==> config.mk <==
export PLATFORM = sky130hd
export DESIGN_NAME = seq_sel_ctrl
export DESIGN_NICKNAME = d
export VERILOG_FILES = /design/src/rtl/seq_sel_pkg.sv /design/src/rtl/seq_sel_timer.sv /design/src/rtl/seq_sel_ctrl.sv
export SDC_FILE = /design/constraint.sdc
export NUM_CORES = 1
export LEC_CHECK = 0
export CAP_MARGIN = 20
export CORE_AREA = 2 2 80 82
export DETAILED_ROUTE_END_ITERATION = 10
export DIE_AREA = 0 0 82 84
export PLACE_DENSITY = 0.5
export SYNTH_ARGS = -nofsm -noshare
export SYNTH_HDL_FRONTEND = slang
export SYNTH_SLANG_ARGS = --single-unit
==> constraint.sdc <==
create_clock -name clk_sys -period 2.7 [get_ports clk_sys]
set_input_delay 0.27 -clock clk_sys [delete_from_list [all_inputs] [get_ports clk_sys]]
set_output_delay 0.27 -clock clk_sys [all_outputs]
set_load 0.01 [all_outputs]
==> src/rtl/seq_sel_pkg.sv <==
// Shared types and constants for the pulse-sequencer select controller.
package seq_sel_pkg;

  typedef enum logic [1:0] {
    IDLE   = 2'd0,
    DRAIN  = 2'd1,
    GUARD  = 2'd2,
    COMMIT = 2'd3
  } state_e;

  localparam logic [1:0]  SEL_PARK      = 2'b11;
  localparam logic [15:0] DRAIN_TIMEOUT = 16'hFFFF;

  function automatic logic [2:0] sel_onehot(input logic [1:0] sel);
    logic [2:0] oh;
    case (sel)
      2'b00:   oh = 3'b001;
      2'b01:   oh = 3'b010;
      2'b10:   oh = 3'b100;
      default: oh = 3'b000;
    endcase
    return oh;
  endfunction

  function automatic logic sel_busy(input logic [2:0] busy, input logic [1:0] sel);
    logic b;
    case (sel)
      2'b00:   b = busy[0];
      2'b01:   b = busy[1];
      2'b10:   b = busy[2];
      default: b = 1'b0;
    endcase
    return b;
  endfunction

endpackage

==> src/rtl/seq_sel_timer.sv <==
// Loadable 16-bit down-counter with zero flag; shared by the drain timeout and guard interval.
module seq_sel_timer (
  input  logic        clk_sys,
  input  logic        rst_n,
  input  logic        load_i,
  input  logic [15:0] load_val_i,
  output logic        zero_o
);

  logic [15:0] count_q, count_d;

  always_comb begin
    count_d = count_q;
    if (load_i) begin
      count_d = load_val_i;
    end else if (count_q != 16'd0) begin
      count_d = count_q - 16'd1;
    end
  end

  always_ff @(posedge clk_sys) begin
    if (!rst_n) begin
      count_q <= 16'd0;
    end else begin
      count_q <= count_d;
    end
  end

  assign zero_o = (count_q == 16'd0);

endmodule

==> src/rtl/seq_sel_ctrl.sv <==
// Break-before-make switch between three pulse sequencers: drain the current one,
// park the downstream mux for a guard interval, then commit the new selection.
//
// state  | meaning
// IDLE   | selection stable, requests accepted
// DRAIN  | new selection latched, waiting for current sequencer to go idle (or timeout)
// GUARD  | mux parked (change=11) for max(guard,1) cycles
// COMMIT | one cycle driving the new selection and pulsing sw_done
module seq_sel_ctrl
  import seq_sel_pkg::*;
(
  input  logic       clk_sys,
  input  logic       rst_n,
  input  logic       req_valid,
  input  logic [1:0] req_sel,
  input  logic [7:0] guard_cycles,
  input  logic [2:0] busy,
  output logic [1:0] change,
  output logic [2:0] seq_en,
  output logic       req_ready,
  output logic       sw_done,
  output logic       req_err,
  output logic       drain_to
);

  state_e      state_q, state_d;
  logic [1:0]  cur_sel_q, cur_sel_d;
  logic [1:0]  new_sel_q, new_sel_d;
  logic [7:0]  guard_q, guard_d;
  logic [1:0]  change_q, change_d;
  logic [2:0]  seq_en_q, seq_en_d;
  logic        req_ready_q, req_ready_d;
  logic        sw_done_q, sw_done_d;
  logic        req_err_q, req_err_d;
  logic        drain_to_q, drain_to_d;

  logic        accept;
  logic        busy_cur;
  logic        tmr_load;
  logic [15:0] tmr_val;
  logic        tmr_zero;
  logic [7:0]  guard_len;

  assign accept    = req_valid & req_ready_q;
  assign busy_cur  = sel_busy(busy, cur_sel_q);
  assign guard_len = (guard_q == 8'd0) ? 8'd1 : guard_q;

  seq_sel_timer u_timer (
    .clk_sys    (clk_sys),
    .rst_n      (rst_n),
    .load_i     (tmr_load),
    .load_val_i (tmr_val),
    .zero_o     (tmr_zero)
  );

  always_ff @(posedge clk_sys) begin
    if (!rst_n) begin
      state_q     <= IDLE;
      cur_sel_q   <= 2'b00;
      new_sel_q   <= 2'b00;
      guard_q     <= 8'd0;
      change_q    <= 2'b00;
      seq_en_q    <= 3'b001;
      req_ready_q <= 1'b1;
      sw_done_q   <= 1'b0;
      req_err_q   <= 1'b0;
      drain_to_q  <= 1'b0;
    end else begin
      state_q     <= state_d;
      cur_sel_q   <= cur_sel_d;
      new_sel_q   <= new_sel_d;
      guard_q     <= guard_d;
      change_q    <= change_d;
      seq_en_q    <= seq_en_d;
      req_ready_q <= req_ready_d;
      sw_done_q   <= sw_done_d;
      req_err_q   <= req_err_d;
      drain_to_q  <= drain_to_d;
    end
  end

  // Timer is reloaded on each phase entry, so DRAIN and GUARD can share it.
  always_comb begin
    state_d   = state_q;
    new_sel_d = new_sel_q;
    guard_d   = guard_q;
    tmr_load  = 1'b0;
    tmr_val   = 16'd0;
    case (state_q)
      IDLE: begin
        if (accept && req_sel != SEL_PARK && req_sel != cur_sel_q) begin
          state_d   = DRAIN;
          new_sel_d = req_sel;
          guard_d   = guard_cycles;
          tmr_load  = 1'b1;
          tmr_val   = DRAIN_TIMEOUT - 16'd1;
        end
      end
      DRAIN: begin
        if (!busy_cur || tmr_zero) begin
          state_d  = GUARD;
          tmr_load = 1'b1;
          tmr_val  = {8'h00, guard_len - 8'd1};
        end
      end
      GUARD: begin
        if (tmr_zero) state_d = COMMIT;
      end
      COMMIT: state_d = IDLE;
      default: state_d = IDLE;
    endcase
  end

  always_comb begin
    cur_sel_d   = (state_d == COMMIT) ? new_sel_q : cur_sel_q;
    change_d    = cur_sel_q;
    seq_en_d    = 3'b000;
    req_ready_d = (state_d == IDLE);
    sw_done_d   = (state_d == COMMIT) || (accept && req_sel == cur_sel_q);
    req_err_d   = accept && (req_sel == SEL_PARK);
    drain_to_d  = (state_q == DRAIN) && (state_d == GUARD) && busy_cur;
    case (state_d)
      IDLE:    seq_en_d = sel_onehot(cur_sel_q);
      GUARD:   change_d = SEL_PARK;
      COMMIT: begin
        change_d = new_sel_q;
        seq_en_d = sel_onehot(new_sel_q);
      end
      default: seq_en_d = 3'b000;
    endcase
  end

  assign change    = change_q;
  assign seq_en    = seq_en_q;
  assign req_ready = req_ready_q;
  assign sw_done   = sw_done_q;
  assign req_err   = req_err_q;
  assign drain_to  = drain_to_q;

endmodule

# [Yosys cells after proc, flatten, opt, wreduce, memory -nomap -nowiden]
# Cells that the tools add are included.
[word_totals] latchBits=0 ram_bits=0 in_bits=16 n_memories=0 out_inout_bits=9 register_bits=39 wordCells=63 rom_bits=0
[classes] n_div=0 mux=18 magnitude_cmp=0 add_sub_neg=2 multipliers=0 bitwise_logic=1 shifts=0 reduce_logical=18 n_eq_ne=13
[ops] operator="$mux 16" count=3
[ops] operator="$pmux 16 s2" count=1
[ops] operator="$pmux 3 s3" count=2
[ops] operator="$logic_not 16->1" count=1
[ops] operator="$mux 8" count=2
[ops] operator="$reduce_bool 16->1" count=1
[ops] operator="$sub 16x1->16 const B" count=1
[ops] operator="$eq 2x2->1 const B" count=7
[ops] operator="$logic_not 2->1" count=4
[ops] operator="$logic_not 8->1" count=1
[ops] operator="$pmux 2 s4" count=1
[ops] operator="$sub 8x1->8 const B" count=1
[ops] operator="$eq 2x1->1 const B" count=3
[ops] operator="$logic_and 1x1->1" count=6
[ops] operator="$mux 2" count=3
[ops] operator="$pmux 3 s2" count=1
[ops] operator="$pmux 2 s2" count=1
[ops] operator="$pmux 1 s3" count=1
[ops] operator="$eq 2x2->1" count=1
[ops] operator="$logic_or 1x1->1" count=2
[ops] operator="$mux 1" count=2
[ops] operator="$ne 2x2->1" count=1
[ops] operator="$ne 2x2->1 const B" count=1
[ops] operator="$pmux 1 s2" count=1
[ops] operator="4 further kinds" count=4

# [Longest topological paths before layout]
# Gate-level depths: netlist of run 1.
[logic_depth] depth_word=9 ltp_mapped=12 mapped_depth_nobuf=11

# [Modules after synthesis]
# Synthesis of run 1 repeated with hierarchy kept, for this count alone.
[unflattened] cells_unflattened=241 area_unflattened_um2=2139.6
[by_module_without_submodules] mod="seq_sel_ctrl" seq_area_each_um2=460.4 cells_each=125 area_per_inst_um2=1199.9 n_inst=1
[by_module_without_submodules] mod="seq_sel_timer" seq_area_each_um2=320.3 cells_each=116 area_per_inst_um2=939.7 n_inst=1

# [Least setup slack after synthesis of run 1]
# Ideal clock, no wire load.
[synth_timing] kind="reg-to-reg" from="register u_timer.count_q[0]" to="register change_q[0], in the netlist change[0]" path_slack_ns=0.517 path_buffers=1 setup_time_ns=0.114 arrival_ns=2.069 stages_incl_launch_ff=12 required_time_ns=2.586 period_less_slack_ns=2.183 path_cell_list="dfxtp_1 -> inv_1 -> ha_1 -> nor3b_2 -> and3_1 -> buf_4 -> a2bb2oi_4 -> nand2_1 -> ha_1 -> mux2i_1 -> nor2_1 -> a21o_1"
[synth_between] elab_chain_cells=6 word_cells_on_any_way=8 classes_between="2 x eq/ne; 4 x mux; 2 x reduce/logical"
[synth_rtl] item="from (decl)" line="seq_sel_timer.sv:10" text="logic [15:0] count_q, count_d;"
[synth_rtl] item="from (signal assigned)" line="seq_sel_timer.sv:25" text="count_q <= count_d;"
[synth_rtl] item="$logic_not 16->1 *" line="seq_sel_timer.sv:29" text="assign zero_o = (count_q == 16'd0);"
[synth_rtl] item="$logic_or 1x1->1" line="seq_sel_ctrl.sv:100" text="if (!busy_cur || tmr_zero) begin"
[synth_rtl] item="$mux 2" line="seq_sel_ctrl.sv:100"
[synth_rtl] item="$pmux 2 s4 *" line="seq_sel_ctrl.sv:89" text="case (state_q)"
[synth_rtl] item="net state_d[1]" line="seq_sel_ctrl.sv:26" text="state_e state_q, state_d;"
[synth_rtl] item="$eq 2x2->1" line="seq_sel_ctrl.sv:122" text="case (state_d)"
[synth_rtl] item="$pmux 2 s2 *" line="seq_sel_ctrl.sv:122"
[synth_rtl] item="to (signal assigned)" line="seq_sel_ctrl.sv:73" text="change_q <= change_d;"
[synth_rtl] item="to (decl)" line="seq_sel_ctrl.sv:30" text="logic [1:0] change_q, change_d;"
# The timed path passes the listed nets; every way through them passes the cells marked *.
# A chain may end at the register's enable or synchronous reset.

# [Final worst setup path of run 1]
# Same ends and word-level chain as after synthesis.

==> results of run 1 <==
-- state kept, by name, indices dropped and copies added (netlist names) --
register         flops
u_timer.count_q     16
new_sel_q            2
change               2
req_ready            1
req_err              1
cur_sel_q            2
guard_q              8
seq_en               3
drain_to             1
state_q              2
sw_done              1
-- Yosys cell counts (2+ instances only) --
cell | count | share of area
a21oi_1 | 11 | 0.027
ha_1 | 5 | 0.030
xor2_1 | 9 | 0.038
o21ai_1 | 2 | 0.0049
inv_2 | 2 | 0.0037
mux2i_1 | 12 | 0.059
o21a_1 | 5 | 0.018
nand3_1 | 3 | 0.0073
nand3b_1 | 3 | 0.011
nand2_1 | 16 | 0.029
and3_1 | 2 | 0.0061
nand2b_1 | 3 | 0.0091
nor2_1 | 28 | 0.051
clkbuf_1 | 3 | 0.0055
dfxtp_1 | 39 | 0.38
o21ai_4 | 2 | 0.016
a21o_1 | 2 | 0.0073
o21ai_0 | 3 | 0.0073
inv_1 | 5 | 0.0091
nor2b_1 | 3 | 0.0091
xnor2_1 | 12 | 0.051
or2b_1 | 2 | 0.0073
nor3_1 | 10 | 0.024
buf_4 | 2 | 0.0073
-- layout make-up --
cell class                 instances  area share
sequential                        39      0.3125
multi-input combinational        162      0.4817
inverter                           7     0.01052
clock inverter                     2     0.01502
clock buffer                       5     0.02754
timing repair buffer              30      0.1142
tap                               77     0.03856
-- how the worst max path moves through the flow --
stage	to	cells after the start	from
after floorplan	change[0]	11	u_timer.count_q[0]
after global placement	change[0]	10	u_timer.count_q[0]
after detailed placement	change[0]	10	u_timer.count_q[0]
after CTS	change[0]	10	u_timer.count_q[0]
after global routing	change[0]	10	u_timer.count_q[0]
final	change[0]	10	u_timer.count_q[0]
-- per-stage QoR --
stage	setup WS, ns	utilization	power [mW]
final	0.3264	0.4099	2.015
after detailed placement	0.3028	0.3924	1.565
after global routing	0.08518	0.4099	2.193
after CTS	0.2645	0.4099	2.051
after floorplan	0.5170	-	1.395
after global placement	0.2502	0.3924	1.571
-- metal layers --
layer | up-vias | share of wire | track usage
met5 | - | 0 | 0
met4 | 0 | 0.012 | 0.05000
met3 | 5 | 0.037 | 0.03030
met2 | 24 | 0.46 | 0.2143
met1 | 690 | 0.49 | 0.1917
li1 | 813 | - | -
-- power by group through the flow --
stage,Sequential [mW],Combinational (mW),Clock (mW)
floorplan,0.796,0.599,0
global placement,0.814,0.757,0
detailed placement,0.813,0.752,0
CTS,0.802,0.759,0.490
global route,0.819,0.858,0.516
finish,0.800,0.746,0.469
-- cells by family (layout without fill, tap and decap cells) --
kind of cell	Yosys count	in the layout
adders and majority gates	5	5
muxes	12	12
AOI/OAI and AO/OA	41	41
xor gates and xnor gates	21	21
and+or+nand+nor	83	83
buffers and inverters	14	44
DFF	39	39
-- worst max-delay path: stages, from the launching register on --
cell and delay (ns):
dfxtp_1 0.35, inv_1 0.07, ha_1 0.17, nor3b_2 0.30
and3_1 0.29, nand3_4 0.15, o221ai_2 0.22, ha_1 0.29
mux2i_1 0.21, nor2_1 0.07, a21o_1 0.15
==> impl_metrics.sql, run 1 <==
INSERT INTO impl_metrics (metric_group, metric, value, unit) VALUES
('status', 'outcome', 'complete, no violations', ''),
('synthesis', 'count_of_mapped_cells_out_of_synthesis', '215', ''),
('cells_and_area', 'layout-drive-gt1-share', '0.1347', ''),
('power', 'share_seq_of_total_power', '0.397', ''),
('synthesis', 'mean_instance_size_in_the_synthesized_netlist', '9.550', 'um2'),
('clock_network', 'cts_hold_repair.buffers', '0', ''),
('route', 'route.antenna.remaining_nets', '0', ''),
('flow_run', 'max_cap_viol_count', '0', ''),
('timing', 'clock_skew', '0.006149', 'ns'),
('place', 'buffer_ports.inserted', '24', ''),
('timing', 'period_needed', '2.374', 'ns'),
('worst_setup_path', 'crit_required', '2.89', 'ns'),
('worst_setup_path', 'origin_of_the_critical_flop_to_flop_path', 'u_timer.count_q[0]', ''),
('floorplan', 'die_h', '84', 'um'),
('power', 'power.combinational.fraction', '0.370', ''),
('synthesis', 'complex_gate_fraction_of_the_synthesized_area', '0.1846', ''),
('synthesis', 'post_synth_instance_area', '0.002053', 'mm2'),
('place', 'placed_cell_area', '0.002392', 'mm2'),
('route', 'vias', '1532', ''),
('clock_network', 'clock-root-buffer', 'clkbuf_8', ''),
('route', 'wirelength', '4246', 'um'),
('power', 'power.clock.fraction', '0.233', ''),
('clock_network', 'path_clk_slew', '0.08', 'ns'),
('timing', 'slew_violations', '0', ''),
('timing', 'rsz_0062_raised_after_global_routing', 'no', ''),
('place', 'placedCellCount', '315', ''),
('power', 'power_report.internal_total', '1.330', 'mW'),
('worst_setup_path', 'worstRegToRegCells', '10', ''),
('grt', 'grt_remaining_overflow', '0', ''),
('cells_and_area', 'area_delta_synth_final', '21.69', '%'),
('worst_hold_path', 'worst_hold_path_startpoint', 'new_sel_q[0]', ''),
('timing', 'max_clock_freq', '421.3', 'MHz'),
('route', 'avgViaCountPerCell', '4.758', ''),
('synthesis', 'yosys_register_bits', '39', ''),
('timing', 'tns', '0', 'ns'),
('synthesis', 'netlist-cell-type-count', '55', ''),
('grt', 'vias_in_the_first_global_route', '1546', ''),
('clock_network', 'post_cts.repair.setup_buffers', '0', ''),
('worst_setup_path', 'ff2ff_setup_slack', '0.33', 'ns'),
('power', 'power.static_leakage', '1.000', 'nW'),
('clock_network', 'number_of_clock_sinks_seen_by_cts', '39', ''),
('synthesis', 'edff_count_synth', '0', ''),
('timing', 'worst_pin_slew', '0.4123', 'ns'),
('synthesis', 'synthArstFlopShare', '0', ''),
('timing', 'final.period_utilization', '0.8791', ''),
('route', 'drt_drc', '0', ''),
('clock_network', 'clock_tree.htree_level_count', '2', ''),
('cells_and_area', 'area_occupied_by_registers', '780.7', 'um2'),
('cells_and_area', 'final_cell_area', '0.002499', 'mm2'),
('grt', 'grt_first_pass_wirelength', '7396', 'um'),
('worst_hold_path', 'number_of_cells_on_the_worst_hold_path', '2', ''),
('cells_and_area', 'finish.cell_count_without_fillers', '322', ''),
('floorplan', 'core.rowCount', '29', ''),
('power', 'total_switching_power', '685.5', 'uW'),
('grt', 'grt_max_degree', '27', ''),
('floorplan', 'pin_count', '25', ''),
('worst_setup_path', 'worstSetupPathType', 'reg -> reg', ''),
('place', 'hpwlAfterDp', '3123', 'um'),
('timing', 'finalHoldViolations', '0', ''),
('power', 'power_per_cell_area', '806.6', 'mW/mm2'),
('synthesis', 'synthSimpleGateAreaFrac', '0.2230', ''),
('route', 'drt-initial-drc-count', '92', ''),
('grt', 'antenna_violations_before_repair', '0', ''),
('clock_network', 'clock_latency', '0.29', 'ns'),
('synthesis', 'fraction_of_synthesized_cell_area_in_xor_and_xnor_cells', '0.08958', ''),
('clock_network', 'cts.repair.resized', '0', ''),
('cells_and_area', 'multi_input_gate_area_in_the_final_layout', '0.001204', 'mm2'),
('synthesis', 'synth-seq-area-share', '0.3803', ''),
('timing', 'holdWs', '0.5377', 'ns'),
('worst_setup_path', 'timing.rr.end', 'change[0]', ''),
('clock_network', 'cts_tree', 'yes', '');
Note: power is estimated with default switching activity, not from simulation.
==> inputs of run 2 (changes only) <==
- CTS_CLUSTER_DIAMETER: not set -> 200
==> results of run 2 <==
Final layout, timing and power as in run 1 (identical DEF).
